[config.mk]
export PLATFORM = sky130hd
export DESIGN_NAME = systolic_operand_feeder
export DESIGN_NICKNAME = d
export VERILOG_FILES = /design/src/rtl/systolic_operand_feeder.sv
export SDC_FILE = /design/constraint.sdc
export NUM_CORES = 1
export LEC_CHECK = 0
export CORE_UTILIZATION = 33
export CTS_BUF_LIST = sky130_fd_sc_hd__clkbuf_4 sky130_fd_sc_hd__clkbuf_8
export DETAILED_ROUTE_END_ITERATION = 10
export HOLD_SLACK_MARGIN = 0.05
export PLACE_DENSITY = 0.54
export SYNTH_ARGS = -nofsm -noshare
export SYNTH_HDL_FRONTEND = slang
export SYNTH_SLANG_ARGS = --single-unit
[constraint.sdc]
create_clock -name clk_i -period 9.3 [get_ports clk_i]
set_input_delay 1.395 -clock clk_i [delete_from_list [all_inputs] [get_ports clk_i]]
set_output_delay 1.395 -clock clk_i [all_outputs]
set_load 0.01 [all_outputs]
[src/rtl/systolic_operand_feeder.sv]
// Operand feeder for the 4x4 systolic multiplier. It reads A and B into local buffers,
// clears the array accumulators, then streams skewed, zero-filled rows and columns into it.
module systolic_operand_feeder #(
  parameter int DATA_WIDTH = 32,
  parameter int MAX_DIM    = 4,
  parameter int ADDR_W     = $clog2(MAX_DIM**2),
  parameter int DIM_W      = $clog2(MAX_DIM)
) (
  input  logic                          clk_i,
  input  logic                          rst_ni,
  input  logic                          start_i,
  input  logic [DIM_W-1:0]              dim_n_i,
  input  logic [DIM_W-1:0]              dim_k_i,
  input  logic [DIM_W-1:0]              dim_m_i,
  output logic                          rd_en_o,
  output logic [ADDR_W-1:0]             addr_a_o,
  output logic [ADDR_W-1:0]             addr_b_o,
  input  logic [DATA_WIDTH-1:0]         rd_data_a_i,
  input  logic [DATA_WIDTH-1:0]         rd_data_b_i,
  output logic [MAX_DIM*DATA_WIDTH-1:0] left_o,
  output logic [MAX_DIM*DATA_WIDTH-1:0] up_o,
  output logic                          valid_o,
  output logic                          acc_clr_o,
  output logic                          busy_o,
  output logic                          done_o
);

  localparam int IDX_W = DIM_W + 2;
  localparam int DW1   = DIM_W + 1;
  localparam int LD_W  = ADDR_W + 1;
  localparam int NENT  = MAX_DIM * MAX_DIM;
  localparam int SKEW  = 2 * (MAX_DIM - 1);

  typedef enum logic [1:0] {S_IDLE, S_LOAD, S_STREAM, S_DONE} state_e;

  state_e                        state_q, state_d;
  logic [LD_W-1:0]               ld_q, ld_d;
  logic [IDX_W-1:0]              step_q, step_d;
  logic [DW1-1:0]                n_q, n_d, k_q, k_d, m_q, m_d;
  logic                          rd_en_q, rd_en_d;
  logic [ADDR_W-1:0]             addr_q, addr_d;
  logic [MAX_DIM*DATA_WIDTH-1:0] left_q, left_d, up_q, up_d;
  logic                          valid_q, valid_d;
  logic                          acc_clr_q, acc_clr_d;
  logic                          busy_q, busy_d;
  logic                          done_q, done_d;

  logic [DATA_WIDTH-1:0] buf_a_q [NENT];
  logic [DATA_WIDTH-1:0] buf_b_q [NENT];

  logic                  cap_en;
  logic [ADDR_W-1:0]     cap_idx;
  logic [IDX_W-1:0]      nxt_step;
  logic [IDX_W-1:0]      last_step;
  logic                  emit;
  logic [DATA_WIDTH-1:0] lane_a [MAX_DIM];
  logic [DATA_WIDTH-1:0] lane_b [MAX_DIM];

  // Read data lags the strobe by one cycle, so load count c captures entry c-1.
  assign cap_en    = (state_q == S_LOAD) && (ld_q != '0);
  assign cap_idx   = ADDR_W'(ld_q - LD_W'(1));
  assign nxt_step  = (state_q == S_LOAD) ? '0 : step_q + IDX_W'(1);
  assign last_step = IDX_W'(k_q) + IDX_W'(SKEW - 1);

  always_ff @(posedge clk_i) begin
    if (cap_en) begin
      buf_a_q[cap_idx] <= rd_data_a_i;
      buf_b_q[cap_idx] <= rd_data_b_i;
    end
  end

  // Lane gi carries element (t - gi) along K; out-of-window steps select zero.
  for (genvar gi = 0; gi < MAX_DIM; gi++) begin : g_lane
    localparam logic [IDX_W-1:0] GI = IDX_W'(gi);
    logic [IDX_W-1:0]  off;
    logic              in_k;
    logic              hit_a, hit_b;
    logic [ADDR_W-1:0] idx_a, idx_b;

    assign off   = nxt_step - GI;
    assign in_k  = (nxt_step >= GI) && (off < IDX_W'(k_q));
    assign hit_a = in_k && (GI < IDX_W'(n_q));
    assign hit_b = in_k && (GI < IDX_W'(m_q));
    assign idx_a = ADDR_W'(gi * MAX_DIM) + ADDR_W'(off[DIM_W-1:0]);
    assign idx_b = ADDR_W'(off[DIM_W-1:0]) * ADDR_W'(MAX_DIM) + ADDR_W'(gi);
    assign lane_a[gi] = hit_a ? buf_a_q[idx_a] : '0;
    assign lane_b[gi] = hit_b ? buf_b_q[idx_b] : '0;
  end

  always_comb begin
    state_d   = state_q;
    ld_d      = ld_q;
    step_d    = step_q;
    n_d       = n_q;
    k_d       = k_q;
    m_d       = m_q;
    rd_en_d   = 1'b0;
    addr_d    = '0;
    acc_clr_d = 1'b0;
    valid_d   = 1'b0;
    done_d    = 1'b0;
    emit      = 1'b0;
    left_d    = '0;
    up_d      = '0;

    case (state_q)
      S_IDLE: begin
        if (start_i) begin
          n_d     = {1'b0, dim_n_i} + DW1'(1);
          k_d     = {1'b0, dim_k_i} + DW1'(1);
          m_d     = {1'b0, dim_m_i} + DW1'(1);
          ld_d    = '0;
          rd_en_d = 1'b1;
          state_d = S_LOAD;
        end
      end
      S_LOAD: begin
        if (ld_q == LD_W'(NENT)) begin
          step_d  = '0;
          valid_d = 1'b1;
          emit    = 1'b1;
          state_d = S_STREAM;
        end else begin
          ld_d = ld_q + LD_W'(1);
          if (ld_q + LD_W'(1) < LD_W'(NENT)) begin
            rd_en_d = 1'b1;
            addr_d  = ADDR_W'(ld_q + LD_W'(1));
          end else begin
            acc_clr_d = 1'b1;
          end
        end
      end
      S_STREAM: begin
        if (step_q == last_step) begin
          done_d  = 1'b1;
          state_d = S_DONE;
        end else begin
          step_d  = step_q + IDX_W'(1);
          valid_d = 1'b1;
          emit    = 1'b1;
        end
      end
      S_DONE: begin
        state_d = S_IDLE;
      end
      default: begin
        state_d = S_IDLE;
      end
    endcase

    if (emit) begin
      for (int i = 0; i < MAX_DIM; i++) begin
        left_d[i*DATA_WIDTH +: DATA_WIDTH] = lane_a[i];
        up_d[i*DATA_WIDTH +: DATA_WIDTH]   = lane_b[i];
      end
    end

    busy_d = (state_d != S_IDLE);
  end

  always_ff @(posedge clk_i or negedge rst_ni) begin
    if (!rst_ni) begin
      state_q   <= S_IDLE;
      ld_q      <= '0;
      step_q    <= '0;
      n_q       <= '0;
      k_q       <= '0;
      m_q       <= '0;
      rd_en_q   <= 1'b0;
      addr_q    <= '0;
      left_q    <= '0;
      up_q      <= '0;
      valid_q   <= 1'b0;
      acc_clr_q <= 1'b0;
      busy_q    <= 1'b0;
      done_q    <= 1'b0;
    end else begin
      state_q   <= state_d;
      ld_q      <= ld_d;
      step_q    <= step_d;
      n_q       <= n_d;
      k_q       <= k_d;
      m_q       <= m_d;
      rd_en_q   <= rd_en_d;
      addr_q    <= addr_d;
      left_q    <= left_d;
      up_q      <= up_d;
      valid_q   <= valid_d;
      acc_clr_q <= acc_clr_d;
      busy_q    <= busy_d;
      done_q    <= done_d;
    end
  end

  assign rd_en_o   = rd_en_q;
  assign addr_a_o  = addr_q;
  assign addr_b_o  = addr_q;
  assign left_o    = left_q;
  assign up_o      = up_q;
  assign valid_o   = valid_q;
  assign acc_clr_o = acc_clr_q;
  assign busy_o    = busy_q;
  assign done_o    = done_q;

endmodule

==> impl_metrics.py <==
metrics = {
    "run_status": {
        "status": "finished clean",
    },
    "power": {
        "p_leak_nw": 20.1,
        "p_int_mw": 11.3,
        "pwr-share-comb_pct": 27.5,
        "p_per_area_mw_per_mm2": 282,
        "switching_share_pct": 31.5,
        "ir_worst_vdd_uv": 180,
        "pwr-share-seq_pct": 40.6,
        "switching_power_mw": 5.20,
        "clkPwrFrac_pct": 31.9,
    },
    "yosys": {
        "synth_edf_count": 1024,
        "synth_seq_cells": 1309,
        "synth_ff_type": "edfxtp_1",
        "syn_area_mm2": 0.0484,
        "synthesis.nets": 2711,
        "async_reset_ff_share_pct": 21.8,
        "yosys_warnings": 0,
        "synth_area_per_cell_um2": 18.5,
        "yosys.cell_types.count": 61,
        "seq_area_frac_synth_pct": 78.3,
        "synth_cells": 2615,
    },
    "grt": {
        "grt_pass1_wl_um": 191000,
        "grt_pass1_vias": 26238,
        "grt_usage_pct": 18.0,
        "grt_overflow": 0,
        "antenna_found_initial": 11,
        "grt_max_degree": 114,
    },
    "floorplan": {
        "std_cell_rows": 140,
        "coreArea_mm2": 0.146,
        "die_x_um": 385,
        "initial_utilization_pct": 33.2,
        "die_y_um": 385,
        "fp.dieArea_mm2": 0.148,
        "ios": 342,
    },
    "layout": {
        "nets": 3146,
        "finalCoreUtilization_pct": 40.3,
        "layout_commonest_cell": "edfxtp_1",
        "layoutNonFillerInstCount": 5156,
        "seqCellArea_mm2": 0.0379,
        "final_cell_mix": "edfxtp_1, clkdlybuf4s50_1, dfrtp_1, clkbuf_8, nor2_1",
        "areaGrowthSynthToFinish_pct": 21.2,
        "nFillCells": 13168,
        "multi_input_area_mm2": 0.00988,
        "final_layout_size_suffix_gt1_share_pct": 21.0,
    },
    "hold_path": {
        "hold_path.class": "register to register",
        "worstHoldPathCells": 2,
    },
    "routing": {
        "drt_iter0_drc": 2043,
        "post_drt_wl_per_cell_um": 25.9,
        "avgViaCountPerCell": 4.99,
        "wirelength_um": 134000,
        "drtPass1Iterations": 5,
        "drc_errors": 0,
        "vias": 25723,
        "postRouteAntennaNets": 0,
    },
    "clock_tree": {
        "postCtsSetupBuffers": 0,
        "cts_tree": "yes",
        "cts.sinks": 1309,
        "cts_hold_buffers": 0,
        "cts_root_buf": "clkbuf_8",
        "htree_levels": 4,
        "cts-resized-gates": 0,
        "cts_made_buffers": 210,
        "insertion_delay_ns": 0.93,
        "clkTransAtPathRegs_ns": 0.06,
        "clockBufferDepth": 3,
    },
    "placement": {
        "dpl_worst_slack_ns": 4.50,
        "place_inst": 4755,
        "dp_hpwl_um": 76900,
        "gp_congestion": 0.779,
        "port_buffers": 341,
    },
    "timing": {
        "whs_ns": 0.464,
        "setup_viol": 0,
        "drv_slew": 0,
        "period_share_pct": 51.3,
        "max_freq_mhz": 210,
        "layout_setup_ws_ns": 4.53,
        "skew_ns": 0.0404,
        "rsz0062_at_grt": "no",
        "finalHoldViolations": 0,
        "worst_pin_slew_ns": 1.20,
        "max_slew_margin_pct": 19.7,
        "layout_min_cycle_time_ns": 4.77,
        "tns_ns": 0,
    },
    "worst_setup_path": {
        "cp-end-kind": "register",
        "cp.arrival_ns": 5.30,
        "critPathRequiredTime_ns": 9.83,
        "criticalPathCategory": "register to register",
        "worstPathMaxFanout": 57,
        "ff2ff_path_depth": 7,
        "start_kind": "register",
    },
    "flow_run": {
        "cap_viol_max_count": 0,
    },
}
==> Yosys cell counts (15+ instances only) <==
| cell | count | area share, % |
|---|---|---|
| a2bb2oi_1 | 95 | 1.7 |
| nor2_1 | 255 | 2.0 |
| nand2_1 | 28 | 0.22 |
| nor3b_2 | 50 | 1.3 |
| a21oi_1 | 103 | 1.1 |
| mux4_2 | 121 | 5.6 |
| clkbuf_1 | 78 | 0.61 |
| nor3_1 | 70 | 0.72 |
| dfrtp_1 | 285 | 15 |
| ha_1 | 23 | 0.59 |
| nand3_1 | 73 | 0.76 |
| buf_2 | 61 | 0.63 |
| o22ai_1 | 33 | 0.43 |
| nor3b_1 | 17 | 0.26 |
| mux2_2 | 40 | 0.93 |
| mux2i_1 | 95 | 2.0 |
| inv_1 | 15 | 0.12 |
| o22a_1 | 33 | 0.60 |
| edfxtp_1 | 1024 | 64 |
==> power by group through the flow <==
stage / clock network, mW / logic [mW] / registers, mW
global route: 5.64 / 4.87 / 6.72
detailed placement: 0 / 4.60 / 6.82
global placement: 0 / 4.58 / 6.83
finish: 5.26 / 4.55 / 6.70
floorplan: 0 / 2.99 / 6.80
CTS: 5.40 / 4.62 / 6.71
==> registers in the layout, indices dropped and copies added, names as in the netlist <==
register   flops
step_q         4
left_o       128
state_q        2
busy_o         1
up_o         128
rd_en_o        1
buf_b_q      512
addr_a_o       4
acc_clr_o      1
valid_o        1
done_o         1
ld_q           5
buf_a_q      512
n_q            3
k_q            3
m_q            3
==> routing by layer <==
metal	vias to the layer above	wire (um)	GRT usage, %
met3	166	9750	5.22
li1	11077	-	-
met5	-	28	0
met4	6	1870	4.06
met2	836	61300	27.2
met1	13638	60600	25.7
==> kinds of logic after synthesis <==
logic type	synth area share (%)
XOR/XNOR	0.235
AO/OA/AOI/OAI	4.50
multiplexers	9.00
flip-flops	78.3
buffers and inverters	1.76
AND/OR/NAND/NOR	5.59
adder cells (fa/ha/maj)	0.595
==> per-stage QoR <==
step,cell area (um^2),power (mW)
after floorplan,48400,9.79
after global placement,54000,11.4
after detailed placement,54000,11.4
after CTS,58600,16.7
after global routing,58600,17.2
final,58600,16.5
==> path summary, 6_finish.rpt <==
kind,startpoint,endpoint,slack (ns)
hold reg to reg,buf_b_q[0][15]$_DFFE_PP_,up_o[15]$_DFF_PN0_,0.46
max in group asynchronous,rst_ni,left_o[81]$_DFF_PN0_,6.66
setup / recovery,state_q[1]$_DFF_PN0_,buf_b_q[7][17]$_DFFE_PP_,4.53
min in group asynchronous,rst_ni,up_o[97]$_DFF_PN0_,0.58
setup reg to reg,state_q[1]$_DFF_PN0_,buf_b_q[7][17]$_DFFE_PP_,4.53
hold / removal,buf_b_q[0][15]$_DFFE_PP_,up_o[15]$_DFF_PN0_,0.46
==> critical path, cell delays in order, from the launching register on <==
cell	delay, ns
dfrtp_1	0.41
inv_1	0.16
ha_4	0.61
buf_4	0.68
o41a_1	0.34
nand2_1	0.27
nor2_4	0.94
buf_4	0.73
==> cell type report <==
cell class / instances / area share (%)
diodes: 2 / 0.00854
clock buffers: 338 / 6.88
clock inverters: 61 / 0.944
inverters: 16 / 0.102
multi-input cells: 1126 / 16.9
flip-flops and latches: 1309 / 64.6
well taps: 1917 / 4.09
repair buffers: 387 / 6.46
No activity file was read; power rests on OpenSTA's default activity.
